==> src/rtl/fp_pkg.sv <==
// ============================================================================
//  Module   : fp_pkg
//  Purpose  : Fixed-point word type, dendrite FSM states and fit helper.
//  Revision : 1.0
// ============================================================================
`default_nettype none

package fp_pkg;

  localparam int FP_W = 16;

  // Native signed fixed-point word
  typedef logic signed [FP_W-1:0] fpType;

  // Extra accumulator headroom bit on top of the log2 term count
  localparam int ACC_GUARD = 1;

  typedef enum logic [2:0] {
    IDLE   = 3'd0,
    ACCUM  = 3'd1,
    DECAY  = 3'd2,
    COUPLE = 3'd3,
    COMMIT = 3'd4
  } dc_state_t;

  // Clamp a sign-extended value into the signed range of a w-bit word
  function automatic logic signed [63:0] sat_fit(input logic signed [63:0] x,
                                                 input int unsigned w);
    logic signed [63:0] hi;
    logic signed [63:0] lo;
    hi = (64'sd1 <<< (w - 1)) - 64'sd1;
    lo = -hi - 64'sd1;
    if (x > hi)
      return hi;
    else if (x < lo)
      return lo;
    else
      return x;
  endfunction

endpackage

`default_nettype wire

==> src/rtl/fp_shift_fit.sv <==
// ============================================================================
//  Module   : fp_shift_fit
//  Purpose  : Arithmetic right shift of a wide signed value, then fit to OUT_W
//             bits (clamp when DENDRITE_SAT_EN is defined, else wrap).
//  Revision : 1.0
// ============================================================================
`default_nettype none

module fp_shift_fit
  import fp_pkg::*;
#(
  parameter int IN_W  = 34,
  parameter int OUT_W = 16,
  parameter int SHIFT = 0
) (
  input  logic signed [IN_W-1:0]  i_value,
  output logic signed [OUT_W-1:0] o_value
);

`ifdef DENDRITE_SAT_EN
  assign o_value = OUT_W'(sat_fit(64'(i_value >>> SHIFT), OUT_W));
`else
  assign o_value = OUT_W'(i_value >>> SHIFT);
`endif

endmodule

`default_nettype wire

==> src/rtl/dendrite_compartment_seq.sv <==
// ============================================================================
//  Module   : dendrite_compartment_seq
//  Purpose  : Time-multiplexed dendrite compartment: one shared accumulator and
//             one shared multiplier integrate synapses, leak and upper current.
//             Macro DENDRITE_SAT_EN selects saturating (vs wrapping) fit.
//  Revision : 1.0
// ============================================================================
`default_nettype none

module dendrite_compartment_seq
  import fp_pkg::*;
#(
  parameter int W           = FP_W,
  parameter int N_SYN       = 4,
  parameter int SHIFT_DECAY = 15,
  parameter int SHIFT_LOWER = 9
) (
  input  logic                 clk,
  input  logic                 reset,
  input  logic                 step,
  input  logic [N_SYN*W-1:0]   syn_current,
  input  logic signed [W-1:0]  E_l,
  input  logic signed [W-1:0]  upper_current,
  input  logic signed [W-1:0]  lower_vmem,
  output logic signed [W-1:0]  upper_vmem,
  output logic signed [W-1:0]  lower_current,
  output logic                 busy,
  output logic                 done,
  output logic                 step_overrun,
  input  logic                 cfg_valid,
  input  logic [W-1:0]         cfg_data_in,
  output logic [W-1:0]         cfg_data_out
);

  localparam int C_ACC_W  = W + $clog2(N_SYN + 2) + ACC_GUARD;
  localparam int C_IDX_W  = (N_SYN > 1) ? $clog2(N_SYN) : 1;
  localparam int C_PROD_W = 2 * W + 2;
  localparam logic [C_IDX_W-1:0] C_LAST_IDX = C_IDX_W'(N_SYN - 1);

  dc_state_t r_state;
  dc_state_t w_next_state;

  logic [C_IDX_W-1:0]         r_idx;
  logic signed [C_ACC_W-1:0]  r_acc;
  logic signed [W-1:0]        r_vmem;
  logic signed [W-1:0]        r_lower_cur;
  logic                       r_busy;
  logic                       r_done;
  logic                       r_overrun;
  logic [W-1:0]               r_tau;
  logic [W-1:0]               r_g_int;
  logic [W-1:0]               r_cfg_out;

  logic [N_SYN*W-1:0]         r_syn_snap;
  logic signed [W-1:0]        r_el_snap;
  logic signed [W-1:0]        r_upper_snap;
  logic signed [W-1:0]        r_lvm_snap;
  logic [W-1:0]               r_tau_snap;
  logic [W-1:0]               r_g_snap;
  logic signed [W-1:0]        r_vmem_snap;

  logic signed [W-1:0]        w_syn [N_SYN];
  logic signed [W:0]          w_mul_a;
  logic signed [W:0]          w_mul_b;
  logic signed [C_PROD_W-1:0] w_prod;
  logic signed [C_ACC_W-1:0]  w_decay;
  logic signed [C_ACC_W-1:0]  w_addend;
  logic signed [C_ACC_W-1:0]  w_sum;
  logic signed [W-1:0]        w_vmem_fit;
  logic signed [W-1:0]        w_lower_fit;

  for (genvar gi = 0; gi < N_SYN; gi++) begin : g_syn
    assign w_syn[gi] = r_syn_snap[gi*W +: W];
  end

  // Shared multiplier: leak product in DECAY, coupling product in COMMIT
  always_comb begin
    w_mul_a = (W+1)'(r_el_snap) - (W+1)'(r_vmem_snap);
    w_mul_b = {1'b0, r_tau_snap};
    if (r_state == COMMIT) begin
      w_mul_a = (W+1)'(r_vmem_snap) - (W+1)'(r_lvm_snap);
      w_mul_b = {1'b0, r_g_snap};
    end
  end

  assign w_prod = w_mul_a * w_mul_b;

  fp_shift_fit #(
    .IN_W  (C_PROD_W),
    .OUT_W (C_ACC_W),
    .SHIFT (SHIFT_DECAY)
  ) u_decay_fit (
    .i_value (w_prod),
    .o_value (w_decay)
  );

  fp_shift_fit #(
    .IN_W  (C_PROD_W),
    .OUT_W (W),
    .SHIFT (SHIFT_LOWER)
  ) u_lower_fit (
    .i_value (w_prod),
    .o_value (w_lower_fit)
  );

  fp_shift_fit #(
    .IN_W  (C_ACC_W),
    .OUT_W (W),
    .SHIFT (0)
  ) u_vmem_fit (
    .i_value (r_acc),
    .o_value (w_vmem_fit)
  );

  // Shared adder operand select
  always_comb begin
    w_addend = C_ACC_W'(w_syn[r_idx]);
    case (r_state)
      DECAY:   w_addend = w_decay;
      COUPLE:  w_addend = C_ACC_W'(r_upper_snap);
      default: ;
    endcase
  end

  assign w_sum = r_acc + w_addend;

  always_ff @(posedge clk) begin
    if (reset)
      r_state <= IDLE;
    else
      r_state <= w_next_state;
  end

  always_comb begin
    w_next_state = r_state;
    case (r_state)
      IDLE:    if (step) w_next_state = ACCUM;
      ACCUM:   if (r_idx == C_LAST_IDX) w_next_state = DECAY;
      DECAY:   w_next_state = COUPLE;
      COUPLE:  w_next_state = COMMIT;
      COMMIT:  w_next_state = IDLE;
      default: w_next_state = IDLE;
    endcase
  end

  always_ff @(posedge clk) begin
    if (reset) begin
      r_idx        <= '0;
      r_acc        <= '0;
      r_vmem       <= '0;
      r_lower_cur  <= '0;
      r_busy       <= 1'b0;
      r_done       <= 1'b0;
      r_overrun    <= 1'b0;
      r_tau        <= '0;
      r_g_int      <= '0;
      r_cfg_out    <= '0;
      r_syn_snap   <= '0;
      r_el_snap    <= '0;
      r_upper_snap <= '0;
      r_lvm_snap   <= '0;
      r_tau_snap   <= '0;
      r_g_snap     <= '0;
      r_vmem_snap  <= '0;
    end else begin
      r_done <= 1'b0;

      if (cfg_valid) begin
        r_tau     <= cfg_data_in;
        r_g_int   <= r_tau;
        r_cfg_out <= r_g_int;
      end

      if (step && r_busy)
        r_overrun <= 1'b1;

      case (r_state)
        IDLE: begin
          if (step) begin
            r_syn_snap   <= syn_current;
            r_el_snap    <= E_l;
            r_upper_snap <= upper_current;
            r_lvm_snap   <= lower_vmem;
            r_tau_snap   <= r_tau;
            r_g_snap     <= r_g_int;
            r_vmem_snap  <= r_vmem;
            r_acc        <= C_ACC_W'(r_vmem);
            r_idx        <= '0;
            r_busy       <= 1'b1;
          end
        end
        ACCUM: begin
          r_acc <= w_sum;
          r_idx <= r_idx + 1'b1;
        end
        DECAY, COUPLE: r_acc <= w_sum;
        COMMIT: begin
          r_vmem      <= w_vmem_fit;
          r_lower_cur <= w_lower_fit;
          r_done      <= 1'b1;
          r_busy      <= 1'b0;
        end
        default: ;
      endcase
    end
  end

  assign upper_vmem    = r_vmem;
  assign lower_current = r_lower_cur;
  assign busy          = r_busy;
  assign done          = r_done;
  assign step_overrun  = r_overrun;
  assign cfg_data_out  = r_cfg_out;

endmodule

`default_nettype wire

==> config.mk <==
export PLATFORM = sky130hd
export DESIGN_NAME = dendrite_compartment_seq
export DESIGN_NICKNAME = d
export VERILOG_FILES = /design/src/rtl/fp_pkg.sv /design/src/rtl/fp_shift_fit.sv /design/src/rtl/dendrite_compartment_seq.sv
export SDC_FILE = /design/constraint.sdc
export NUM_CORES = 1
export LEC_CHECK = 0
export ABC_AREA = 1
export BUFFER_PORTS_ARGS = -buffer_cell sky130_fd_sc_hd__buf_2
export CAP_MARGIN = 15
export CORE_UTILIZATION = 45
export CTS_BUF_LIST = sky130_fd_sc_hd__clkbuf_8
export DETAILED_ROUTE_END_ITERATION = 6
export GPL_TIMING_DRIVEN = 0
export HOLD_SLACK_MARGIN = 0.1
export PLACE_DENSITY = 0.7
export RECOVER_POWER = 25
export SYNTH_ARGS = -nofsm -noshare
export SYNTH_HDL_FRONTEND = slang
export SYNTH_SLANG_ARGS = --single-unit
==> constraint.sdc <==
create_clock -name clk -period 12.86 [get_ports clk]
set_input_delay 1.286 -clock clk [delete_from_list [all_inputs] [get_ports clk]]
set_output_delay 1.286 -clock clk [all_outputs]
set_load 0.03 [all_outputs]
-- Yosys cells after proc, flatten, opt, wreduce, memory -nomap -nowiden
Index checks and enable logic that the tools add are counted.
- shift-type cells: 0
- multipliers: 1
- $add $sub $neg: 4
- mux-type cells: 16
- magnitude comparators: 1
- reduce and logical (&&, ||, !) cells: 11
- divide/modulo/power cells: 0
- equality and inequality tests: 7
- bitwise gates (word level): 1
- operators with widths (kind ; number):
    $pmux W20 S2 ; 2
    $mux W16 ; 3
    $mul A17 B17 Y34 ; 1
    $sub A16 B16 Y17 ; 2
    $bmux W16 S2 ; 1
    $add A20 B20 Y20 ; 1
    $mux W20 ; 1
    $mux W17 ; 1
    $pmux W3 S4 ; 1
    $reduce_and A2 Y1 ; 5
    $eq A3 B2 Y1 const B ; 2
    $mux W3 ; 2
    $reduce_bool A2 Y1 ; 3
    $ne A2 B2 Y1 const B ; 2
    $pmux W2 S2 ; 1
    $eq A3 B1 Y1 const B ; 1
    $eq A3 B3 Y1 const B ; 1
    $ge A3 B3 Y1 const B ; 1
    $logic_not A3 Y1 ; 1
    $not A2 Y3 ; 1
    $reduce_or A3 Y1 ; 1
    $add A2 B1 Y2 const B ; 1
    $eq A2 B2 Y1 const B ; 1
    $mux W1 ; 2
    3 further kinds ; 3
- memories: 0
- logic and storage cells: 59
- latch bits: 0
- bits in registers: 268
- RAM bits: 0
- input port bits: 132
- output and inout bits: 51
- ROM bits: 0

-- Depth between registers and ports, before layout
- word-level depth: 7
- gate-level depth with buffers: 57
- gate-level depth less buffers: 56

-- Cells and area by module
A second synthesis with hierarchy kept.
- cells, all modules: 3303
- area total of the unflattened synthesis: 24491.0 um2
- modules (own cells, without submodules) (module ; sequential area each (um2) ; times used ; area each (um2) ; cells each):
    dendrite_compartment_seq ; 5365.1 ; 1 ; 24100.6 ; 3251
    fp_shift_fit at u_lower_fit ... ; 0.0 ; 2 ; 120.1 ; 16
    fp_shift_fit at u_decay_fit ; 0.0 ; 1 ; 150.1 ; 20

-- Worst setup path after synthesis
OpenSTA, ideal clock, no wires.
- kind: register -> register
- start point: register r_vmem_snap[0]
- end point: register r_acc[15]
- period minus slack after synthesis: 8.390 ns
- required time: 12.793 ns
- setup slack: 4.470 ns
- buffers on the path: 0
- setup time: 0.067 ns
- stages on the path, launching flop included: 51
- data arrival time: 8.323 ns
- cells stage by stage: dfxtp_1 inv_1 ha_1 fa_1 inv_1 nand2_1 nand2_1 nand3_1 nand2_1 inv_1 o21ai_1 a21oi_1 o21bai_1 a21oi_1 o21ai_1 nand2_1 inv_2 nand2_1 [... 15 more ...] o211ai_1 a21oi_1 o21ai_0 a31oi_1 ha_1 nand2_1 nor4_1 nand2_1 nand2_1 a21oi_1 o21bai_1 xor2_1 inv_1 nand3_1 nand2_1 nand2_1 nand2_1 a21oi_2
- longest elaborated chain between the ends: 6
- elaborated cells on any way between the ends: 7
- classes of those cells: add/sub (3); mul (1); mux (3)
- ends and longest elaborated chain (what ; RTL line ; text):
    from (decl) ; dendrite_compartment_seq.sv:60 ; logic signed [W-1:0] r_vmem_snap;
    from (signal assigned) ; dendrite_compartment_seq.sv:186 ; r_vmem_snap <= r_vmem;
    $sub A16 B16 Y17 (on tied branches) ; dendrite_compartment_seq.sv:78, dendrite_compartment_seq.sv:81 ;
    $mux W17 * ; dendrite_compartment_seq.sv:80 ; if (r_state == COMMIT) begin
    $mul A17 B17 Y34 * ; dendrite_compartment_seq.sv:86 ; assign w_prod = w_mul_a * w_mul_b;
    $pmux W20 S2 * ; dendrite_compartment_seq.sv:118 ; case (r_state)
    $add A20 B20 Y20 * ; dendrite_compartment_seq.sv:125 ; assign w_sum = r_acc + w_addend;
    $pmux W20 S2 * ; dendrite_compartment_seq.sv:177 ; case (r_state)
    to (signal assigned) ; dendrite_compartment_seq.sv:187 ; r_acc <= C_ACC_W'(r_vmem);
    to (signal assigned) ; dendrite_compartment_seq.sv:193 ; r_acc <= w_sum;
    to (signal assigned) ; dendrite_compartment_seq.sv:196 ; DECAY, COUPLE: r_acc <= w_sum;
    to (decl) ; dendrite_compartment_seq.sv:44 ; logic signed [C_ACC_W-1:0] r_acc;
Mark *: on every way between the ends. The rest lies on a longest branch, timed or not.
A chain may end at the register's enable or synchronous reset.

-- Worst setup path in the final report
- start point: register r_state[0]
- end point: register r_acc[11]
- longest elaborated chain between the ends: 6
- elaborated cells on any way between the ends: 15
- classes of those cells: add/sub (1); mul (1); eq/ne (5); mux (4); reduce/logical (4)
- ends and longest elaborated chain (what ; RTL line ; text):
    from (decl) ; dendrite_compartment_seq.sv:40 ; dc_state_t r_state;
    from (signal assigned) ; dendrite_compartment_seq.sv:131 ; r_state <= w_next_state;
    $eq A3 B3 Y1 ; dendrite_compartment_seq.sv:80 ;
    $mux W17 or $mux W16 (tied branches) ; dendrite_compartment_seq.sv:80 ;
    $mul A17 B17 Y34 ; dendrite_compartment_seq.sv:86 ;
    $pmux W20 S2 ; dendrite_compartment_seq.sv:118 ;
    $add A20 B20 Y20 ; dendrite_compartment_seq.sv:125 ;
    $pmux W20 S2 ; dendrite_compartment_seq.sv:177 ;
Parallel ways exist; a longest one is shown, timed or not.

==> impl_metrics.ini <==
[cts]
cts_buffer_depth = 3
cts-resized-gates = 0
tritoncts = yes
root_buffer = clkbuf_8
clkSlewWorstSetupHoldPaths_ns = 0.06
clock-sinks = 264
numCtsBuffers = 41
clk_latency_ns = 0.58
h-tree-depth = 2
cts_setup_buffers = 0
ctsHoldBuffers = 0

[layout]
layout_commonest_cell = inv_1
regArea_sq_um = 5290
nNetsFinal = 3733
largest_register_ff_count = 64
layout-drive-gt1-share_pct = 7.68
syn_to_final_growth_pct = 11.5
n_antenna_cell = 0
nFillCells = 4968
multiInputGateArea_sq_um = 14300
final_cell_mix = 567 x inv_1, 487 x nor2_1, 445 x nand2_1, 285 x o21ai_0, 264 x dfxtp_1
postLayoutCoreUtil_pct = 50.7
largest_register = r_syn_snap

[pwr]
p_switching_mw = 2.85
ir_drop_mv = 0.253
power_density_nw_per_um2 = 217
p_comb_share_pct = 69.2
p_sw_share_pct = 53.0
intPower_mw = 2.52
clkPwrFrac_pct = 13.4
pwr-share-seq_pct = 17.5
leakagePower_nw = 12.2

[die]
start_util_pct = 45.5
die_h_um = 224
fp.dieW_um = 224
core_area_sq_um = 48800
dieArea_sq_um = 50300
rows = 81
io_pins = 183

[detailed_routing]
vias_per_cell = 5.20
drt_iter0_markers = 1617
wl_mm = 69.4
drc = 0
dr.pass1.iters = 6
wl_per_cell_um = 17.8
routed-via-count = 20300
final_antenna_net_count = 0

[placement]
dp_hpwl_mm = 57.2
place.gp.congestion = 0.976
numPortBuffers = 181

[worst_setup_path]
crit_arrival_ns = 11.32
path_delay_family = compound AO/OA/AOI/OAI gates
start_kind = flop
critPathSlowestCell = o21ai_1
cp_common_cell = nand2_1
cpPeakStageDelay_ns = 0.86
critPathRequiredTime_ns = 13.33
cp_max_fo = 10
path_buf_inv = 8
worstSetupEndpointType = flop
crit_start = r_state[0]
rr_startpoint = r_state[0]
crit_type = flop to flop

[timing]
setup_viol_count_final = 0
fin_tns_setup_ns = 0
max_slew_margin_pct = 20.4
worstMarginPinSlew_ns = 1.18
rsz0062_at_grt = false
maxSlewViolCount = 0
min_period_ns = 10.85
hold_viol = 0
clock.fmax_ghz = 0.0921
fin_crit_sh_pct = 84.4
clock_skew_ns = 0.0219

[yosys]
syn_area_sq_um = 22200
syn_nets = 3506
ys_warn_count = 0
synth.distinct_cells = 48
avgSynthCellArea_sq_um = 7.44
ys_seq_area_share_pct = 23.8
ys_ff_latch = 264
synth_cells = 2987

[global_route]
grt-ovfl-total = 0
grt_pass1_wl_mm = 110
track_usage_pct = 28.4
antenna_found_initial = 0
grt_max_degree = 11
grt_pass1_vias = 20200

[run]
drv_cap = 0

[worst_hold_path]
min-delay-start = r_syn_snap[23]
holdCritPathClass = flop to flop

[outcome]
run_status = finished, final reports clean
==> power by group through the flow <==
stage,clock (mW),sequential (mW),combinational (mW)
final,0.718,0.937,3.71
after global routing,0.761,0.943,4.21
after CTS,0.724,0.935,3.67
after detailed placement,0,0.953,3.64
after global placement,0,0.952,3.61
after floorplan,0,0.946,2.62
==> cells in the mapped netlist, drive strengths merged <==
cell type / number / area share [%]
clkbuf: 109 / 1.8
o21ai: 300 / 6.8
ha: 127 / 7.2
o21bai: 8 / 0.29
xor2: 37 / 1.5
a21o: 6 / 0.20
a31oi: 14 / 0.39
a22oi: 2 / 0.068
inv: 558 / 9.4
nor2: 492 / 8.4
or2: 8 / 0.23
and2: 1 / 0.028
a21oi: 210 / 4.8
o31ai: 2 / 0.068
nor3: 9 / 0.23
nand3: 46 / 1.2
and3: 1 / 0.028
o221a: 1 / 0.051
a211oi: 4 / 0.14
buf: 14 / 0.25
nand3b: 2 / 0.068
o221ai: 4 / 0.16
o311ai: 1 / 0.039
nor4: 3 / 0.084
o211ai: 11 / 0.37
o22ai: 1 / 0.028
clkinv: 10 / 0.17
nand4: 3 / 0.084
a32oi: 7 / 0.28
fa: 260 / 23
a311oi: 2 / 0.079
dfxtp: 264 / 24
o21a: 2 / 0.068
xnor2: 17 / 0.67
nand2: 451 / 7.7
==> worst reg2reg max path, delay by kind of cell (launching register included) <==
family          cells  cell delay [ns]
buf+inv             8             1.59
compound gates     13             3.66
simple gates        9             1.05
flops               1             0.32
xor+xnor            2             0.55
fa+ha+maj           8             3.57
==> stage by stage <==
| stage | power [mW] | hold WS (ns) | std cells | instance area [sq um] | worst slack (ns) |
|---|---|---|---|---|---|
| 2_1_floorplan | 3.56 | 0.424 | 2987 | 22200 | 4.47 |
| 3_3_place_gp | 4.56 | 0.434 | 3832 | 24000 | 1.99 |
| 3_5_place_dp | 4.59 | 0.440 | 3835 | 24000 | 2.35 |
| 4_1_cts | 5.33 | 0.449 | 3907 | 24800 | 2.23 |
| 5_1_grt | 5.91 | 0.467 | 3907 | 24800 | 1.57 |
| 6_report | 5.37 | 0.450 | 3907 | 24800 | 2.01 |
==> cell type report <==
class                   instances  share of cell area, %
clock inverters                17                  0.308
well taps                     664                   3.35
plain buffers                 123                   1.88
clock buffers                  55                   3.06
repair buffers                184                   3.58
multi-input cells            2032                   57.9
flip-flops and latches        264                   21.3
inverters                     568                   8.61
==> cell families (layout without fill, tap and decap cells) <==
group	Yosys count	in the layout	synth area share, %
adder cells (fa/ha/maj)	387	387	30.6
buffers and inverters	691	947	11.7
flip-flops	264	264	23.8
AND/OR/NAND/NOR	1016	1016	18.1
XOR/XNOR	54	54	2.13
AO/OA/AOI/OAI	575	575	13.8
==> routing by layer <==
layer | vias to the layer above | part of all wire [%] | global-route usage [%]
met4 | 0 | 5.6 | 14.7
met1 | 9622 | 40 | 35.8
met5 | - | 0 | 0
li1 | 9660 | - | -
met3 | 161 | 7.7 | 3.71
met2 | 880 | 46 | 47.7
==> final timing paths <==
check	endpoint	slack, ns	depth (start not counted)
setup / recovery	r_acc[11]	2.01	40
hold / removal	r_syn_snap[23]	0.45	2
setup reg to reg	r_acc[11]	2.01	40
hold reg to reg	r_syn_snap[23]	0.45	2
No activity file was read; power rests on OpenSTA's default activity.
